$ cat src/rtl/cpu_pkg.sv
// Shared CPU definitions: opcode constants, ALU operation codes and the
// decoded-control struct carried by the decode/issue stage hold register.
package cpu_pkg;

  localparam logic [3:0] OP_NOOP0 = 4'b0000;
  localparam logic [3:0] OP_NOOP1 = 4'b0001;
  localparam logic [3:0] OP_ADD   = 4'b0010;
  localparam logic [3:0] OP_SUB   = 4'b0011;
  localparam logic [3:0] OP_SHL   = 4'b0100;
  localparam logic [3:0] OP_SHR   = 4'b0101;
  localparam logic [3:0] OP_ADDI  = 4'b1100;
  localparam logic [3:0] OP_SUBI  = 4'b1111;
  localparam logic [3:0] OP_JUMP  = 4'b1000;
  localparam logic [3:0] OP_BEQ   = 4'b1001;

  localparam logic [2:0] ALU_NOP  = 3'b000;
  localparam logic [2:0] ALU_ADD  = 3'b010;
  localparam logic [2:0] ALU_SUB  = 3'b011;
  localparam logic [2:0] ALU_SHL  = 3'b100;
  localparam logic [2:0] ALU_SHR  = 3'b101;
  localparam logic [2:0] ALU_ADDI = 3'b110;
  localparam logic [2:0] ALU_SUBI = 3'b111;

  // Control part of a decoded instruction. wr_rd / rd_rs1 / rd_rs2 drive the
  // scoreboard set and the hazard check; they are not exported as ports.
  typedef struct packed {
    logic [2:0] alu_op;
    logic       use_imm;
    logic       is_beq;
    logic       is_jump;
    logic       illegal;
    logic       wr_rd;
    logic       rd_rs1;
    logic       rd_rs2;
  } dec_ctrl_t;

endpackage

$ cat src/rtl/reg_scoreboard.sv
// Register scoreboard: one busy bit per architectural register.
// Ports:
//   clk, rst            clock, synchronous active-high reset (clears all bits)
//   set_en, set_addr    mark a register as having a pending write
//   clr_en, clr_addr    write-back completed, register no longer busy
//   rs1_addr/rs2_addr   query addresses
//   rs1_busy/rs2_busy   registered busy state of the queried registers
// Register 0 is never marked busy. A set and clear of the same register in
// one cycle leaves it busy (the new writer is still in flight).
module reg_scoreboard import cpu_pkg::*; #(
  parameter int REG_AW = 5
) (
  input  logic              clk,
  input  logic              rst,
  input  logic              set_en,
  input  logic [REG_AW-1:0] set_addr,
  input  logic              clr_en,
  input  logic [REG_AW-1:0] clr_addr,
  input  logic [REG_AW-1:0] rs1_addr,
  input  logic [REG_AW-1:0] rs2_addr,
  output logic              rs1_busy,
  output logic              rs2_busy
);

  localparam int REG_N = 1 << REG_AW;

  logic [REG_N-1:0] busy_q;
  logic [REG_N-1:0] busy_d;

  always_comb begin
    busy_d = busy_q;
    if (clr_en) busy_d[clr_addr] = 1'b0;
    // Applied after the clear so a same-cycle set wins.
    if (set_en && (set_addr != '0)) busy_d[set_addr] = 1'b1;
    busy_d[0] = 1'b0;
  end

  always_ff @(posedge clk) begin
    if (rst) busy_q <= '0;
    else     busy_q <= busy_d;
  end

  assign rs1_busy = busy_q[rs1_addr];
  assign rs2_busy = busy_q[rs2_addr];

endmodule

$ cat src/rtl/decode_issue_stage.sv
// Decode/issue pipeline stage between fetch and execute.
// Decodes one instruction per cycle (valid/ready in, valid/ready out) into a
// single hold register, blocks issue on read-after-write hazards using a
// register scoreboard, supports flush, and counts hazard-stall cycles.
// Ports:
//   clk, rst                 clock, synchronous active-high reset
//   in_valid/in_ready/in_instr   fetch-side handshake and instruction word
//   out_valid/out_ready      execute-side handshake
//   out_alu_op, out_rd, out_rs1, out_rs2, out_imm, out_use_imm,
//   out_is_beq, out_is_jump, out_illegal   decoded instruction fields
//   flush                    discard the held instruction
//   wb_valid/wb_addr         register write-back completing
//   stall_cnt                saturating count of hazard-stall cycles
// Instruction layout: opcode in the top OPC_W bits, then rd, rs1, rs2;
// the immediate is the low IMM_W bits (overlapping rs2).
// Legal parameters need OPC_W+3*REG_AW <= INSTR_W and
// OPC_W+2*REG_AW+IMM_W <= INSTR_W.
module decode_issue_stage import cpu_pkg::*; #(
  parameter int INSTR_W = 32,
  parameter int OPC_W   = 4,
  parameter int REG_AW  = 5,
  parameter int IMM_W   = 18,
  parameter int DATA_W  = 32,
  parameter int CNT_W   = 16
) (
  input  logic               clk,
  input  logic               rst,
  input  logic               in_valid,
  output logic               in_ready,
  input  logic [INSTR_W-1:0] in_instr,
  output logic               out_valid,
  input  logic               out_ready,
  output logic [2:0]         out_alu_op,
  output logic [REG_AW-1:0]  out_rd,
  output logic [REG_AW-1:0]  out_rs1,
  output logic [REG_AW-1:0]  out_rs2,
  output logic [DATA_W-1:0]  out_imm,
  output logic               out_use_imm,
  output logic               out_is_beq,
  output logic               out_is_jump,
  output logic               out_illegal,
  input  logic               flush,
  input  logic               wb_valid,
  input  logic [REG_AW-1:0]  wb_addr,
  output logic [CNT_W-1:0]   stall_cnt
);

  // ---------------- combinational decode of the incoming word ----------------
  logic [OPC_W-1:0]         opc;
  logic [REG_AW-1:0]        dec_rd;
  logic [REG_AW-1:0]        dec_rs1;
  logic [REG_AW-1:0]        dec_rs2;
  logic signed [IMM_W-1:0]  dec_imm_raw;
  logic [DATA_W-1:0]        dec_imm;
  dec_ctrl_t                dec_ctrl;

  assign opc         = in_instr[INSTR_W-1 -: OPC_W];
  assign dec_rd      = in_instr[INSTR_W-OPC_W-1 -: REG_AW];
  assign dec_rs1     = in_instr[INSTR_W-OPC_W-REG_AW-1 -: REG_AW];
  assign dec_rs2     = in_instr[INSTR_W-OPC_W-2*REG_AW-1 -: REG_AW];
  assign dec_imm_raw = in_instr[IMM_W-1:0];
  // Size cast of a signed operand sign-extends to DATA_W.
  assign dec_imm     = DATA_W'(dec_imm_raw);

  always_comb begin
    dec_ctrl = '0;
    case (opc)
      OPC_W'(OP_NOOP0),
      OPC_W'(OP_NOOP1): dec_ctrl.alu_op = ALU_NOP;
      OPC_W'(OP_ADD): begin
        dec_ctrl.alu_op = ALU_ADD;
        dec_ctrl.wr_rd  = 1'b1;
        dec_ctrl.rd_rs1 = 1'b1;
        dec_ctrl.rd_rs2 = 1'b1;
      end
      OPC_W'(OP_SUB): begin
        dec_ctrl.alu_op = ALU_SUB;
        dec_ctrl.wr_rd  = 1'b1;
        dec_ctrl.rd_rs1 = 1'b1;
        dec_ctrl.rd_rs2 = 1'b1;
      end
      OPC_W'(OP_SHL): begin
        dec_ctrl.alu_op = ALU_SHL;
        dec_ctrl.wr_rd  = 1'b1;
        dec_ctrl.rd_rs1 = 1'b1;
        dec_ctrl.rd_rs2 = 1'b1;
      end
      OPC_W'(OP_SHR): begin
        dec_ctrl.alu_op = ALU_SHR;
        dec_ctrl.wr_rd  = 1'b1;
        dec_ctrl.rd_rs1 = 1'b1;
        dec_ctrl.rd_rs2 = 1'b1;
      end
      OPC_W'(OP_ADDI): begin
        dec_ctrl.alu_op  = ALU_ADDI;
        dec_ctrl.use_imm = 1'b1;
        dec_ctrl.wr_rd   = 1'b1;
        dec_ctrl.rd_rs1  = 1'b1;
      end
      OPC_W'(OP_SUBI): begin
        dec_ctrl.alu_op  = ALU_SUBI;
        dec_ctrl.use_imm = 1'b1;
        dec_ctrl.wr_rd   = 1'b1;
        dec_ctrl.rd_rs1  = 1'b1;
      end
      OPC_W'(OP_JUMP): dec_ctrl.is_jump = 1'b1;
      OPC_W'(OP_BEQ): begin
        dec_ctrl.is_beq = 1'b1;
        dec_ctrl.rd_rs1 = 1'b1;
        dec_ctrl.rd_rs2 = 1'b1;
      end
      // Unknown opcodes issue as a NOOP with the illegal flag raised.
      default: dec_ctrl.illegal = 1'b1;
    endcase
  end

  // ---------------- hold register ----------------
  logic              hold_valid_q, hold_valid_d;
  dec_ctrl_t         ctrl_q, ctrl_d;
  logic [REG_AW-1:0] rd_q, rd_d;
  logic [REG_AW-1:0] rs1_q, rs1_d;
  logic [REG_AW-1:0] rs2_q, rs2_d;
  logic [DATA_W-1:0] imm_q, imm_d;
  logic [CNT_W-1:0]  stall_cnt_q, stall_cnt_d;

  logic rs1_busy, rs2_busy;
  logic hazard, fire, accept, sb_set;

  assign hazard    = hold_valid_q & ((ctrl_q.rd_rs1 & rs1_busy) | (ctrl_q.rd_rs2 & rs2_busy));
  assign out_valid = hold_valid_q & ~hazard & ~flush;
  assign fire      = out_valid & out_ready;
  assign in_ready  = ~flush & (~hold_valid_q | fire);
  assign accept    = in_valid & in_ready;
  assign sb_set    = fire & ctrl_q.wr_rd;

  always_comb begin
    hold_valid_d = hold_valid_q;
    ctrl_d       = ctrl_q;
    rd_d         = rd_q;
    rs1_d        = rs1_q;
    rs2_d        = rs2_q;
    imm_d        = imm_q;
    if (accept) begin
      hold_valid_d = 1'b1;
      ctrl_d       = dec_ctrl;
      rd_d         = dec_rd;
      rs1_d        = dec_rs1;
      rs2_d        = dec_rs2;
      imm_d        = dec_imm;
    end else if (fire | flush) begin
      // Fields are left as-is; only the valid bit drops.
      hold_valid_d = 1'b0;
    end
  end

  always_comb begin
    stall_cnt_d = stall_cnt_q;
    if (hold_valid_q & hazard & ~flush & ~(&stall_cnt_q))
      stall_cnt_d = stall_cnt_q + CNT_W'(1);
  end

  always_ff @(posedge clk) begin
    if (rst) begin
      hold_valid_q <= 1'b0;
      ctrl_q       <= '0;
      rd_q         <= '0;
      rs1_q        <= '0;
      rs2_q        <= '0;
      imm_q        <= '0;
      stall_cnt_q  <= '0;
    end else begin
      hold_valid_q <= hold_valid_d;
      ctrl_q       <= ctrl_d;
      rd_q         <= rd_d;
      rs1_q        <= rs1_d;
      rs2_q        <= rs2_d;
      imm_q        <= imm_d;
      stall_cnt_q  <= stall_cnt_d;
    end
  end

  reg_scoreboard #(.REG_AW(REG_AW)) u_scoreboard (
    .clk      (clk),
    .rst      (rst),
    .set_en   (sb_set),
    .set_addr (rd_q),
    .clr_en   (wb_valid),
    .clr_addr (wb_addr),
    .rs1_addr (rs1_q),
    .rs2_addr (rs2_q),
    .rs1_busy (rs1_busy),
    .rs2_busy (rs2_busy)
  );

  assign out_alu_op  = ctrl_q.alu_op;
  assign out_use_imm = ctrl_q.use_imm;
  assign out_is_beq  = ctrl_q.is_beq;
  assign out_is_jump = ctrl_q.is_jump;
  assign out_illegal = ctrl_q.illegal;
  assign out_rd      = rd_q;
  assign out_rs1     = rs1_q;
  assign out_rs2     = rs2_q;
  assign out_imm     = imm_q;
  assign stall_cnt   = stall_cnt_q;

endmodule

$ cat config.mk
export PLATFORM = sky130hd
export DESIGN_NAME = decode_issue_stage
export DESIGN_NICKNAME = d
export VERILOG_FILES = /design/src/rtl/cpu_pkg.sv /design/src/rtl/reg_scoreboard.sv /design/src/rtl/decode_issue_stage.sv
export SDC_FILE = /design/constraint.sdc
export NUM_CORES = 1
export LEC_CHECK = 0
export CAP_MARGIN = 0
export CORE_ASPECT_RATIO = 0.5
export CORE_UTILIZATION = 30
export DETAILED_ROUTE_END_ITERATION = 8
export SLEW_MARGIN = 10
export SYNTH_ARGS = -nofsm -noshare
export SYNTH_HDL_FRONTEND = slang
export SYNTH_SLANG_ARGS = --single-unit
$ cat constraint.sdc
create_clock -name clk -period 2.2 [get_ports clk]
set_input_delay 0.22 -clock clk [delete_from_list [all_inputs] [get_ports clk]]
set_output_delay 0.22 -clock clk [all_outputs]
set_load 0.1 [all_outputs]
==> flow_summary.yaml <==
critical_path:
  cp_num_buf_inv: 2
  r2r_start: "out_rs2[4]"
  crit_path_start_kind: "flop"
  slowest_delay_ps: 510
  crit_path_end_kind: "output pin"
  cp.required_ps: 1980
  worstSetupEndpoint: "in_ready"
  reg2reg_depth: 10
  path_cells: "mux4_2, nor2_2, a21oi_2, a21o_1, nor4_4, buf_4, a21boi_4, nor2_4, buf_12"
  path_depth: 9
  cp.arrival_ps: 2360
  timing.rr.end: "stall_cnt[8]"
  path_max_fanout: 4
  worstSetupPathType: "flop to output pin"
  path_delay_family: "multiplexers"
  rrSetupSlack_ps: -290
  slowest_stage: "mux4_2"
  cp-startpoint: "out_rs1[0]"
status:
  violations: "DRC, setup timing"
  status: "finished with violations"
floorplanning:
  die_area_um2: 16200
  die_x_um: 179
  pin_count: 115
  fp.coreArea_um2: 14900
  fp.dieH_um: 90.6
  initial_utilization: 0.316
  rows: 31
place:
  numPortBuffers: 114
  dp_hpwl_um: 10200
  placed_cells: 860
  place_congestion: 0.843
  post-place-ws_ps: -263
sta:
  period_share: 1.17
  tightest_slew_ps: 478
  setup_viol: 87
  fmax_mhz: 387
  min_period_ps: 2580
  fin_tns_setup_ps: -12560
  holdWs_ps: 428
  hold_viol: 0
  rsz0062_at_grt: "true"
  worst_slack_ps: -382
  finalClockSkew_ps: 11.7
  maxSlewViolCount: 0
  max-slew-margin-rel: 0.681
route:
  post_drt_wl_per_cell_um: 16.0
  routed_wl_um: 14300
  drc_errors: 2
  via_per_inst: 5.12
  vias: 4561
  postRouteAntennaNets: 0
  first_iter_violations: 230
  drtPass1Iterations: 6
global_route:
  antenna_found_initial: 0
  grt_overflow: 0
  first_global_vias: 4333
  grt_use_total: 0.177
  grt_pass1_wl_um: 22700
  grt_max_degree: 100
clock_network:
  cts_made_buffers: 9
  ctsHoldBuffers: 0
  htree_num_levels: 3
  cts_tree: "yes"
  clock_path_buffers: 2
  cts-root-buf: "clkbuf_16"
  clk_pin_slew_ps: 60
  clock_sinks: 86
  clock_latency_ps: 340
logic_synthesis:
  synth.cell_area_um2: 4710
  synth_area_per_cell_um2: 8.54
  async_flop_share: 0
  ys.flop_type: "dfxtp_1"
  syn_inst: 551
  synthDistinctLibCells: 60
  synth_nets: 595
  synth-edff-count: 0
  ys_seq_elements: 86
  yosys_warnings: 0
  seq_area_frac_synth: 0.366
final_layout:
  area_growth_pct: 46.8
  nNetsFinal: 732
  post-route-util: 0.464
  num_antenna_cells: 0
  drive_above_1_share: 0.353
  final-instance-count-excl-fill: 890
  fillers: 1476
run:
  cap_violations: 0
min_path:
  hold_class: "input port to flop"
power_and_ir_drop:
  total_leakage_power_nw: 2.71
  ir_worst_vdd_mv: 0.410
  powerDensity_nw_per_um2: 630
flip-flops by register name, indices dropped and copies added, names as in the netlist:
register and count:
u_scoreboard.busy_q 31, stall_cnt 16, out_imm 13, out_rd 5
out_rs1 5, out_rs2 5, ctrl_q 3, out_alu_op 3
hold_valid_q 1, out_illegal 1, out_is_beq 1, out_is_jump 1
out_use_imm 1
Yosys cell counts, types with 19 or more instances:
master	number	area [um^2]
o31ai_1	25	188
o21ai_0	21	105
a21oi_1	19	95.1
buf_4	26	195
nor2_1	20	75.1
o211ai_1	21	158
dfxtp_1	86	1720
nand2_1	95	357
nand3_1	28	140
mux2i_1	52	521
clkbuf_1	23	86.3
through the flow:
stage | instance area (um^2) | power [mW]
detailed placement | 6220 | 2.77
global route | 6910 | 4.51
finish | 6910 | 4.35
floorplan | 4860 | 2.48
global placement | 6220 | 2.76
CTS | 6860 | 4.40
how the worst min path moves through the flow:
| stage | depth (start not counted) | from | end |
|---|---|---|---|
| global placement | 2 | out_imm[11] | out_imm[11] |
| finish | 3 | in_instr[17] | out_rs2[4] |
| global route | 3 | in_instr[18] | out_rs1[0] |
| floorplan | 1 | in_valid | hold_valid_q |
| CTS | 3 | in_instr[17] | out_rs2[4] |
| detailed placement | 2 | out_imm[8] | out_imm[8] |
worst register-to-register path, cell delays in order, from the launching register on:
cell and delay (ps):
dfxtp_4 340, or3b_2 480, a31oi_2 150, o211ai_1 120, o21ai_2 130, buf_4 170, o41ai_4 90, buf_12 170
buf_6 120, or4_1 500, a21oi_1 150
cell families (layout without fill, tap and decap cells):
kind of cell / Yosys count / after routing / synth area share
simple gates: 217 / 218 / 0.230
compound gates: 116 / 116 / 0.172
flops: 86 / 86 / 0.366
mux: 65 / 65 / 0.151
buf+inv: 64 / 204 / 0.0739
xor+xnor: 2 / 2 / 0.00372
fa+ha+maj: 1 / 1 / 0.00266
layout make-up:
| cell class | instances | area (um^2) | share of cell area |
|---|---|---|---|
| Clock inverter | 3 | 41.3 | 0.00598 |
| Timing Repair Buffer | 186 | 1680 | 0.243 |
| Inverter | 3 | 11.3 | 0.00163 |
| Clock buffer | 12 | 258 | 0.0373 |
| Multi-Input combinational cell | 402 | 2900 | 0.420 |
| Tap cell | 198 | 248 | 0.0359 |
| Sequential cell | 86 | 1770 | 0.256 |
where the power goes:
part | switching, mW | internal (mW)
Clock | 0.610 | 0.942
Sequential | 0.0601 | 1.60
Combinational | 0.775 | 0.363
Total | 1.44 | 2.91
routing by layer:
layer,vias up,part of all wire,GRT usage
met5,-,0,0
met4,0,0.015,0.0504
met3,18,0.039,0.0316
met2,96,0.48,0.292
met1,2175,0.47,0.236
li1,2272,-,-
layout by cell type, fill, tap and decap left out, types with 3 or more instances in the layout:
master | Yosys | layout
buf_4 | 26 | 123
nand2_1 | 95 | 94
dfxtp_1 | 86 | 63
mux2i_1 | 52 | 52
clkdlybuf4s50_1 | 0 | 42
nand3_1 | 28 | 26
o211ai_1 | 21 | 21
nor2_1 | 20 | 17
dfxtp_2 | 0 | 16
a21oi_1 | 19 | 15
o31ai_1 | 25 | 15
nand4_1 | 11 | 11
or3_1 | 11 | 11
o21ai_1 | 2 | 10
o31ai_2 | 1 | 10
clkbuf_16 | 0 | 10
buf_6 | 0 | 10
buf_12 | 0 | 9
nand3b_1 | 8 | 8
o21ai_0 | 21 | 8
nor2b_1 | 9 | 7
dfxtp_4 | 0 | 7
mux2_2 | 7 | 6
nand2b_1 | 8 | 6
mux4_2 | 4 | 4
o21ai_2 | 0 | 4
a21oi_2 | 1 | 4
nor3b_1 | 6 | 4
nand2b_4 | 0 | 3
a211oi_2 | 0 | 3
or2_2 | 3 | 3
timing repair:
action | CTS | global route
gates resized for setup | 40 | 29
buffers inserted | 19 | 2
pin swaps | 19 | 2
cloned | 3 | 0
endpoints found under the setup margin | 87 | 87
(Power assumes the default switching activity.)
